--- config.mk ---
export PLATFORM = sky130hd
export DESIGN_NAME = usb_rx_packet_fsm
export DESIGN_NICKNAME = d
export VERILOG_FILES = /design/src/rtl/usb_rx_packet_fsm.sv
export SDC_FILE = /design/constraint.sdc
export NUM_CORES = 1
export LEC_CHECK = 0
export ABC_AREA = 1
export BUFFER_PORTS_ARGS = -buffer_cell sky130_fd_sc_hd__buf_4
export CORE_ASPECT_RATIO = 1.4
export CORE_UTILIZATION = 60
export DETAILED_ROUTE_END_ITERATION = 12
export GPL_TIMING_DRIVEN = 0
export PLACE_DENSITY_LB_ADDON = 0.08
export SKIP_LAST_GASP = 1
export SLEW_MARGIN = 20
export SYNTH_ARGS = -nofsm -noshare
export SYNTH_HDL_FRONTEND = slang
export SYNTH_SLANG_ARGS = --single-unit
--- constraint.sdc ---
create_clock -name clk -period 5.35 [get_ports clk]
set_input_delay 0.535 -clock clk [delete_from_list [all_inputs] [get_ports clk]]
set_output_delay 0.535 -clock clk [all_outputs]
set_load 0.005 [all_outputs]
--- src/rtl/usb_rx_packet_fsm.sv ---
// rtl/usb_rx_packet_fsm.sv - USB packet receive FSM: SYNC/PID/token/data framing, CRC holdback, error report
// Optional PID complement check: define USB_RX_PID_CHECK_EN.
module usb_rx_packet_fsm (
    input  logic        clk,
    input  logic        rst,
    input  logic        byte_ready_RX,
    input  logic [7:0]  byte_RX,
    input  logic        eop_RX,
    output logic [3:0]  RX_Packet,
    output logic        RX_Data_Ready,
    output logic        RX_Transfer_Active,
    output logic        RX_Error,
    output logic        store_RX_data,
    output logic [7:0]  RX_data,
    output logic [15:0] token_RX,
    output logic [2:0]  c_state_RX
);

    localparam logic [2:0] S_IDLE  = 3'd0;
    localparam logic [2:0] S_PID   = 3'd1;
    localparam logic [2:0] S_TOKEN = 3'd2;
    localparam logic [2:0] S_DATA  = 3'd3;
    localparam logic [2:0] S_HSK   = 3'd4;
    localparam logic [2:0] S_DONE  = 3'd5;
    localparam logic [2:0] S_ERROR = 3'd6;

    localparam logic [3:0] PID_OUT   = 4'b0001;
    localparam logic [3:0] PID_IN    = 4'b1001;
    localparam logic [3:0] PID_DATA0 = 4'b0011;
    localparam logic [3:0] PID_ACK   = 4'b0010;

    localparam logic [7:0] SYNC_BYTE = 8'h01;
    localparam logic [6:0] CNT_LAST  = 7'd66;

    logic [2:0]  state_q, state_d;
    logic [3:0]  pid_q;
    logic [3:0]  packet_q;
    logic [6:0]  cnt_q;
    logic [7:0]  h0_q, h1_q;
    logic [7:0]  data_q;
    logic        store_q;
    logic        err_q;
    logic [15:0] token_q;

    logic [3:0]  nib;
    logic        pid_known;
    logic        pid_valid;
    logic        byte_only;

    assign nib       = byte_RX[3:0];
    assign byte_only = byte_ready_RX && !eop_RX;
    assign pid_known = (nib == PID_OUT) || (nib == PID_IN) ||
                       (nib == PID_DATA0) || (nib == PID_ACK);

`ifdef USB_RX_PID_CHECK_EN
    assign pid_valid = pid_known && (byte_RX[7:4] == ~nib);
`else
    assign pid_valid = pid_known;
`endif

    always_ff @(posedge clk) begin
        if (rst) begin
            state_q <= S_IDLE;
        end else begin
            state_q <= state_d;
        end
    end

    // A strobe pair (byte + eop together) mid-packet is always a framing error.
    always_comb begin
        state_d = state_q;
        case (state_q)
            S_IDLE: begin
                if (byte_ready_RX) begin
                    state_d = (byte_RX == SYNC_BYTE) ? S_PID : S_ERROR;
                end
            end
            S_PID: begin
                if (eop_RX) begin
                    state_d = S_ERROR;
                end else if (byte_ready_RX) begin
                    if (!pid_valid) begin
                        state_d = S_ERROR;
                    end else if (nib == PID_OUT || nib == PID_IN) begin
                        state_d = S_TOKEN;
                    end else if (nib == PID_DATA0) begin
                        state_d = S_DATA;
                    end else begin
                        state_d = S_HSK;
                    end
                end
            end
            S_TOKEN: begin
                if (eop_RX) begin
                    state_d = (byte_ready_RX || cnt_q != 7'd2) ? S_ERROR : S_DONE;
                end else if (byte_ready_RX && cnt_q == 7'd2) begin
                    state_d = S_ERROR;
                end
            end
            S_DATA: begin
                if (eop_RX) begin
                    state_d = (byte_ready_RX || cnt_q < 7'd2) ? S_ERROR : S_DONE;
                end else if (byte_ready_RX && cnt_q == CNT_LAST) begin
                    state_d = S_ERROR;
                end
            end
            S_HSK: begin
                if (eop_RX) begin
                    state_d = byte_ready_RX ? S_ERROR : S_DONE;
                end else if (byte_ready_RX) begin
                    state_d = S_ERROR;
                end
            end
            S_DONE:  state_d = S_IDLE;
            S_ERROR: begin
                if (eop_RX) begin
                    state_d = S_IDLE;
                end
            end
            default: state_d = S_IDLE;
        endcase
    end

    always_comb begin
        RX_Transfer_Active = (state_q == S_PID) || (state_q == S_TOKEN) ||
                             (state_q == S_DATA) || (state_q == S_HSK);
        RX_Data_Ready      = (state_q == S_DONE);
        c_state_RX         = state_q;
    end

    always_ff @(posedge clk) begin
        if (rst) begin
            pid_q    <= 4'd0;
            packet_q <= 4'd0;
            cnt_q    <= 7'd0;
            h0_q     <= 8'd0;
            h1_q     <= 8'd0;
            data_q   <= 8'd0;
            store_q  <= 1'b0;
            err_q    <= 1'b0;
            token_q  <= 16'd0;
        end else begin
            store_q <= 1'b0;

            if (state_d == S_ERROR) begin
                err_q <= 1'b1;
            end else if (state_q == S_IDLE && byte_ready_RX && byte_RX == SYNC_BYTE) begin
                err_q <= 1'b0;
            end

            if (state_d == S_DONE) begin
                packet_q <= pid_q;
            end

            case (state_q)
                S_PID: begin
                    if (byte_only) begin
                        pid_q <= nib;
                        cnt_q <= 7'd0;
                        h0_q  <= 8'd0;
                        h1_q  <= 8'd0;
                    end
                end
                S_TOKEN: begin
                    if (byte_only && cnt_q < 7'd2) begin
                        if (cnt_q == 7'd0) begin
                            token_q[15:8] <= byte_RX;
                        end else begin
                            token_q[7:0] <= byte_RX;
                        end
                        cnt_q <= cnt_q + 7'd1;
                    end
                end
                S_DATA: begin
                    // The last two bytes seen are the CRC; only older bytes are released.
                    if (byte_only && cnt_q != CNT_LAST) begin
                        if (cnt_q >= 7'd2) begin
                            store_q <= 1'b1;
                            data_q  <= h1_q;
                        end
                        h1_q  <= h0_q;
                        h0_q  <= byte_RX;
                        cnt_q <= cnt_q + 7'd1;
                    end
                end
                default: ;
            endcase
        end
    end

    assign RX_Packet     = packet_q;
    assign RX_Error      = err_q;
    assign store_RX_data = store_q;
    assign RX_data       = data_q;
    assign token_RX      = token_q;

endmodule

Yosys cells after proc, flatten, opt, wreduce, memory -nomap -nowiden:

Cells that the tools add are included.

* add/subtract/negate cells: 1
* $lt $le $gt $ge: 2
* eq/ne operators: 20
* muxes and demuxes: 30
* bitwise gates (word level): 3
* reduce and logical (&&, ||, !) cells: 28

Operators by type and width (count)
* 3-bit two-way mux: 14
* 8-bit case mux with 2 select lines: 2
* 8-bit two-way mux: 3
* 7-bit two-way mux: 3
* 7-bit case mux with 3 select lines: 1
* 3-bit case mux with 6 select lines: 1
* 3-bit equality test (second input constant): 5
* 3-bit AND reduction: 4
* 4-bit by 2-bit equality test with 1-bit output (second input constant): 2
* 8-bit by 1-bit equality test with 1-bit output (second input constant): 1
* 1-bit logical OR: 8
* 7-bit by 1-bit adder with 7-bit output (second input constant): 1
* 7-bit by 2-bit equality test with 1-bit output (second input constant): 1
* 7-bit equality test (second input constant): 1
* 7-bit by 2-bit >= comparator with 1-bit output (second input constant): 1
* 1-bit logical AND: 7
* 7-bit zero test: 1
* 7-bit by 2-bit < comparator with 1-bit output (second input constant): 1
* 7-bit by 2-bit inequality test with 1-bit output (second input constant): 1
* 7-bit inequality test (second input constant): 1
* 3-bit by 2-bit equality test with 1-bit output (second input constant): 2
* 2-bit two-way mux: 3
* 4-bit by 1-bit equality test with 1-bit output (second input constant): 1
* 4-bit equality test (second input constant): 1
* 12 further kinds: 18

* flip-flop bits (word level): 60
* input port bits: 12
* output and inout bits: 35
* logic and storage cells: 95

Longest topological paths before layout:

* depth after elaboration: 10
* depth in mapped cells: 13
* depth with buffers taken out: 13

Worst setup path before layout:

Ideal clock, no wire load.

* path type: input -> register
* start: in byte_ready_RX
* end: reg h0_q[0]
* library setup time: 0.132 ns
* arrival: 1.597 ns
* data required time: 5.218 ns
* slack: 3.621 ns
* stages: 9
* path buffers: 2
* path through: buf_2 > nand2_2 > nand2_1 > inv_1 > nor3_4 > inv_4 > buf_4 > nand2_1 > a21oi_1

* longest elaborated chain between the ends: 4
* elaborated cells on any way between the ends: 5
* classes of those cells: eq/ne (2); reduce/logical (3)

RTL lines
* from (decl): line 6 `input logic byte_ready_RX,`
* 1-bit logical AND *: line 51 `assign byte_only = byte_ready_RX && !eop_RX;`
* 1-bit logical AND: line 176 `if (byte_only && cnt_q != CNT_LAST) begin`
* 2-bit by 1-bit inequality test with 1-bit output (no line)
* 3-bit AND reduction (no line) *
* to (signal assigned): line 182 `h0_q <= byte_RX;`
* to (decl): line 39 `logic [7:0] h0_q, h1_q;`

Every way passes the cells marked *; elsewhere a longest branch is shown, timed or not.
A chain may end at the register's enable or synchronous reset.

Worst setup path in the final report:

* start: reg cnt_q[0]
* end: reg h0_q[7]

* longest elaborated chain between the ends: 4

RTL lines
* from (decl): line 38 `logic [6:0] cnt_q;`
* from (signal assigned): line 171 `cnt_q <= cnt_q + 7'd1;`
* from (signal assigned): line 183 `cnt_q <= cnt_q + 7'd1;`
* 7-bit inequality test: line 176
* 1-bit logical AND: line 176
* 2-bit by 1-bit inequality test with 1-bit output (no line)
* 3-bit AND reduction (no line)

No other way between the ends.

==> flow_metrics.tcl <==
set metrics [dict create \
    initial_core_util_pct 63.9 \
    area_growth_pct 23.4 \
    cp-endpoint "h0_q[7]" \
    synth_xor_xnor_area_share_pct 0.955 \
    cts_tree "yes" \
    max_stage_delay_ns 0.39 \
    io-pin-count 47 \
    syn_nets 402 \
    cp_slowest_cell "dfxtp_1" \
    r2r_start "cnt_q[0]" \
    rsz0062_at_grt "false" \
    cts_resized 0 \
    cts_max_path_buffers 2 \
    nNetsFinal 457 \
    drt_wl_total_um 6550 \
    grtUsageMet1_pct 31.5 \
    die_area_um2 4870 \
    gp_congestion 0.903 \
    yosysWarningCount 0 \
    final.fill_count 334 \
    fin_cells 506 \
    clock-root-buffer "clkbuf_8" \
    wire_per_inst_um 12.9 \
    ys_top_cells_by_area "dfxtp_1, nand2_1, a21oi_1" \
    critPathArrivalTime_ns 2.15 \
    worst-path-buf-inv 3 \
    critPathLaunch "cnt_q[0]" \
    hold_violations 0 \
    ys_seq_area_share_pct 43.6 \
    synth_cells 387 \
    busiest_layer "met2" \
    antenna_found_initial 0 \
    critPathKind "reg2reg" \
    ys_seq_elements 60 \
    cts_num_sinks 60 \
    synth.avg_cell_area_um2 7.11 \
    route.vias.total 2650 \
    synth_simple_gate_area_share_pct 27.4 \
    r2r_slack_ns 3.40 \
    hold_start "token_RX[12]" \
    use_met2_pct 52.2 \
    tightest_slew_ns 0.718 \
    drive_gt1_share_pct 18.4 \
    port_buffers 44 \
    tns_ns 0 \
    p_leak_uw 0.00143 \
    synth-compound-area-share_pct 16.5 \
    grt-ovfl-total 0 \
    status "finished clean" \
    fp-row-count 28 \
    netlist.area_leader.share_pct 43.6 \
    postCtsHoldBufs 0 \
    coreArea_um2 4310 \
    reg2reg_to "h0_q[7]" \
    grt_first_pass_wirelength_um 10700 \
    end_kind "flip-flop" \
    cts_setup_buffers 0 \
    cap_violations 0 \
    path_depth 11 \
    grt_max_degree 11 \
    synthesis.area_um2 2750 \
    maxSlewHeadroom_pct 51.8 \
    drcViolationCount 0 \
    hp-class "reg2reg" \
    insertion_delay_ns 0.34 \
    grt_usage_pct 28.9 \
    cts_buffers 9 \
    grt.met3_usage_pct 6.70 \
    critical_path.max_fanout 10 \
    critical_path_required_ns 5.55 \
    worst_r2r_path_depth 11 \
    diodes 0 \
    antenna_left 0 \
    cp-start-kind "flip-flop" \
    final_core_util_pct 78.8 \
    synthDistinctLibCells 27 \
    crit_path_cell_trace "inv_1 > ha_1 > nand2_2 > nor2_4 > nor2_4 > nor2_4 > nor3_4 > inv_4 > buf_4 > nand2_1 > a21oi_1" \
    synth_fa_ha_area_share_pct 1.36 \
    synthMuxAreaShare_pct 0 \
    drt_iter0_drc 134 \
    ir_drop_mv 0.379 \
    fin_crit_sh_pct 36.4 \
    yosysTopAreaCell "dfxtp_1" \
    slew_violations 0 \
    crit_path_frequent_cell "nor2_4" \
    dpl.cell_count 491 \
    clk_pin_slew_ns 0.07 \
    finalSetupViolCount 0 \
    grt_pass1_vias 2456 \
    viasPerCell 5.24 \
    die_h_um 82.1 \
    synth_top_family_by_area "simple AND/OR/NAND/NOR gates" \
    dp_hpwl_um 4560 \
    critPathTopFamily "simple AND/OR/NAND/NOR gates" \
    dr.pass1.iters 4 \
    htreeDepth 3 \
    clock_skew_ns 0.00528 \
    die_w_um 59.2 \
    p_per_area_nw_per_um2 398 \
    period_needed_ns 1.95 \
    max_freq_mhz 513 \
]
-- layout make-up --
cell class,instances,area [um2],area share [%]
Clock buffer,11,141,4.16
Inverter,52,198,5.82
Sequential cell,60,1200,35.4
Tap cell,60,75.1,2.21
Clock inverter,4,97.6,2.87
Multi-Input combinational cell,260,1270,37.5
Timing Repair Buffer,44,330,9.72
Buffer,15,81.3,2.39
-- tightest hold or removal path, cell delays in order (launching register included) --
cell     delay (ns)
dfxtp_1        0.31
inv_1          0.05
a21oi_1        0.05
-- Yosys cell counts (all sizes together) --
cell type,n
a21oi,51
a31oi,2
buf,8
clkbuf,7
dfxtp,60
ha,3
inv,52
nand2,74
nand3,37
nand3b,2
nand4,2
nor2,42
nor3,7
nor4,1
o21ai,34
o21bai,1
o311ai,1
xor2,3
-- kinds of logic (layout without fill, tap and decap cells) --
logic type / count (synthesis) / in the layout
buffers and inverters: 67 / 126
adders and majority gates: 3 / 3
and+or+nand+nor: 165 / 165
xor gates and xnor gates: 3 / 3
AOI/OAI and AO/OA: 89 / 89
DFF: 60 / 60
-- power breakdown --
group          internal [uW]  total (uW)  switching (uW)
logic                    135         352             217
clock network            320         496             176
registers                481         505            23.3
total                    936        1350             416
-- per-stage QoR --
stage / power [uW] / setup slack (ns) / hold WS, ns / area [um2]
2_1_floorplan: 745 / 3.62 / 0.440 / 2750
3_3_place_gp: 856 / 3.39 / 0.433 / 3160
3_5_place_dp: 864 / 3.34 / 0.439 / 3160
4_1_cts: 1360 / 3.41 / 0.450 / 3400
5_1_grt: 1420 / 3.23 / 0.465 / 3400
6_report: 1350 / 3.40 / 0.446 / 3400
-- flip-flops by register name, indices dropped and copies added, names as in the netlist --
register,count
RX_Error,1
RX_Packet,4
RX_data,8
c_state_RX,3
cnt_q,7
h0_q,8
h1_q,8
pid_q,4
store_RX_data,1
token_RX,16
-- routing by layer --
layer  share of wire (%)  wire length, um
met1                  41             2670
met2                  53             3460
met3                 4.9              324
met4                 1.4               94
met5                   0                0
-- how the worst min path moves through the flow --
stage / cells past startpoint / slack [ns] / to
2_1_floorplan: 2 / 0.44 / token_RX[0]
3_5_place_dp: 2 / 0.44 / token_RX[13]
6_report: 2 / 0.45 / token_RX[12]
4_1_cts: 2 / 0.45 / token_RX[12]
3_3_place_gp: 2 / 0.43 / token_RX[6]
5_1_grt: 2 / 0.47 / token_RX[9]
-- cells in the final DEF, fill, tap and decap left out, types with 3 or more instances in the layout --
cell type	n
nand2_2	5
clkbuf_1	8
bufinv_16	3
dfxtp_1	60
inv_1	48
nand3_1	36
ha_1	3
inv_2	3
buf_2	5
xor2_1	3
nor2_4	3
a21oi_1	51
nor2_1	38
clkbuf_8	10
o21ai_0	34
nor3_1	5
nand2_1	69
buf_4	45
No activity file was read; power rests on OpenSTA's default activity.
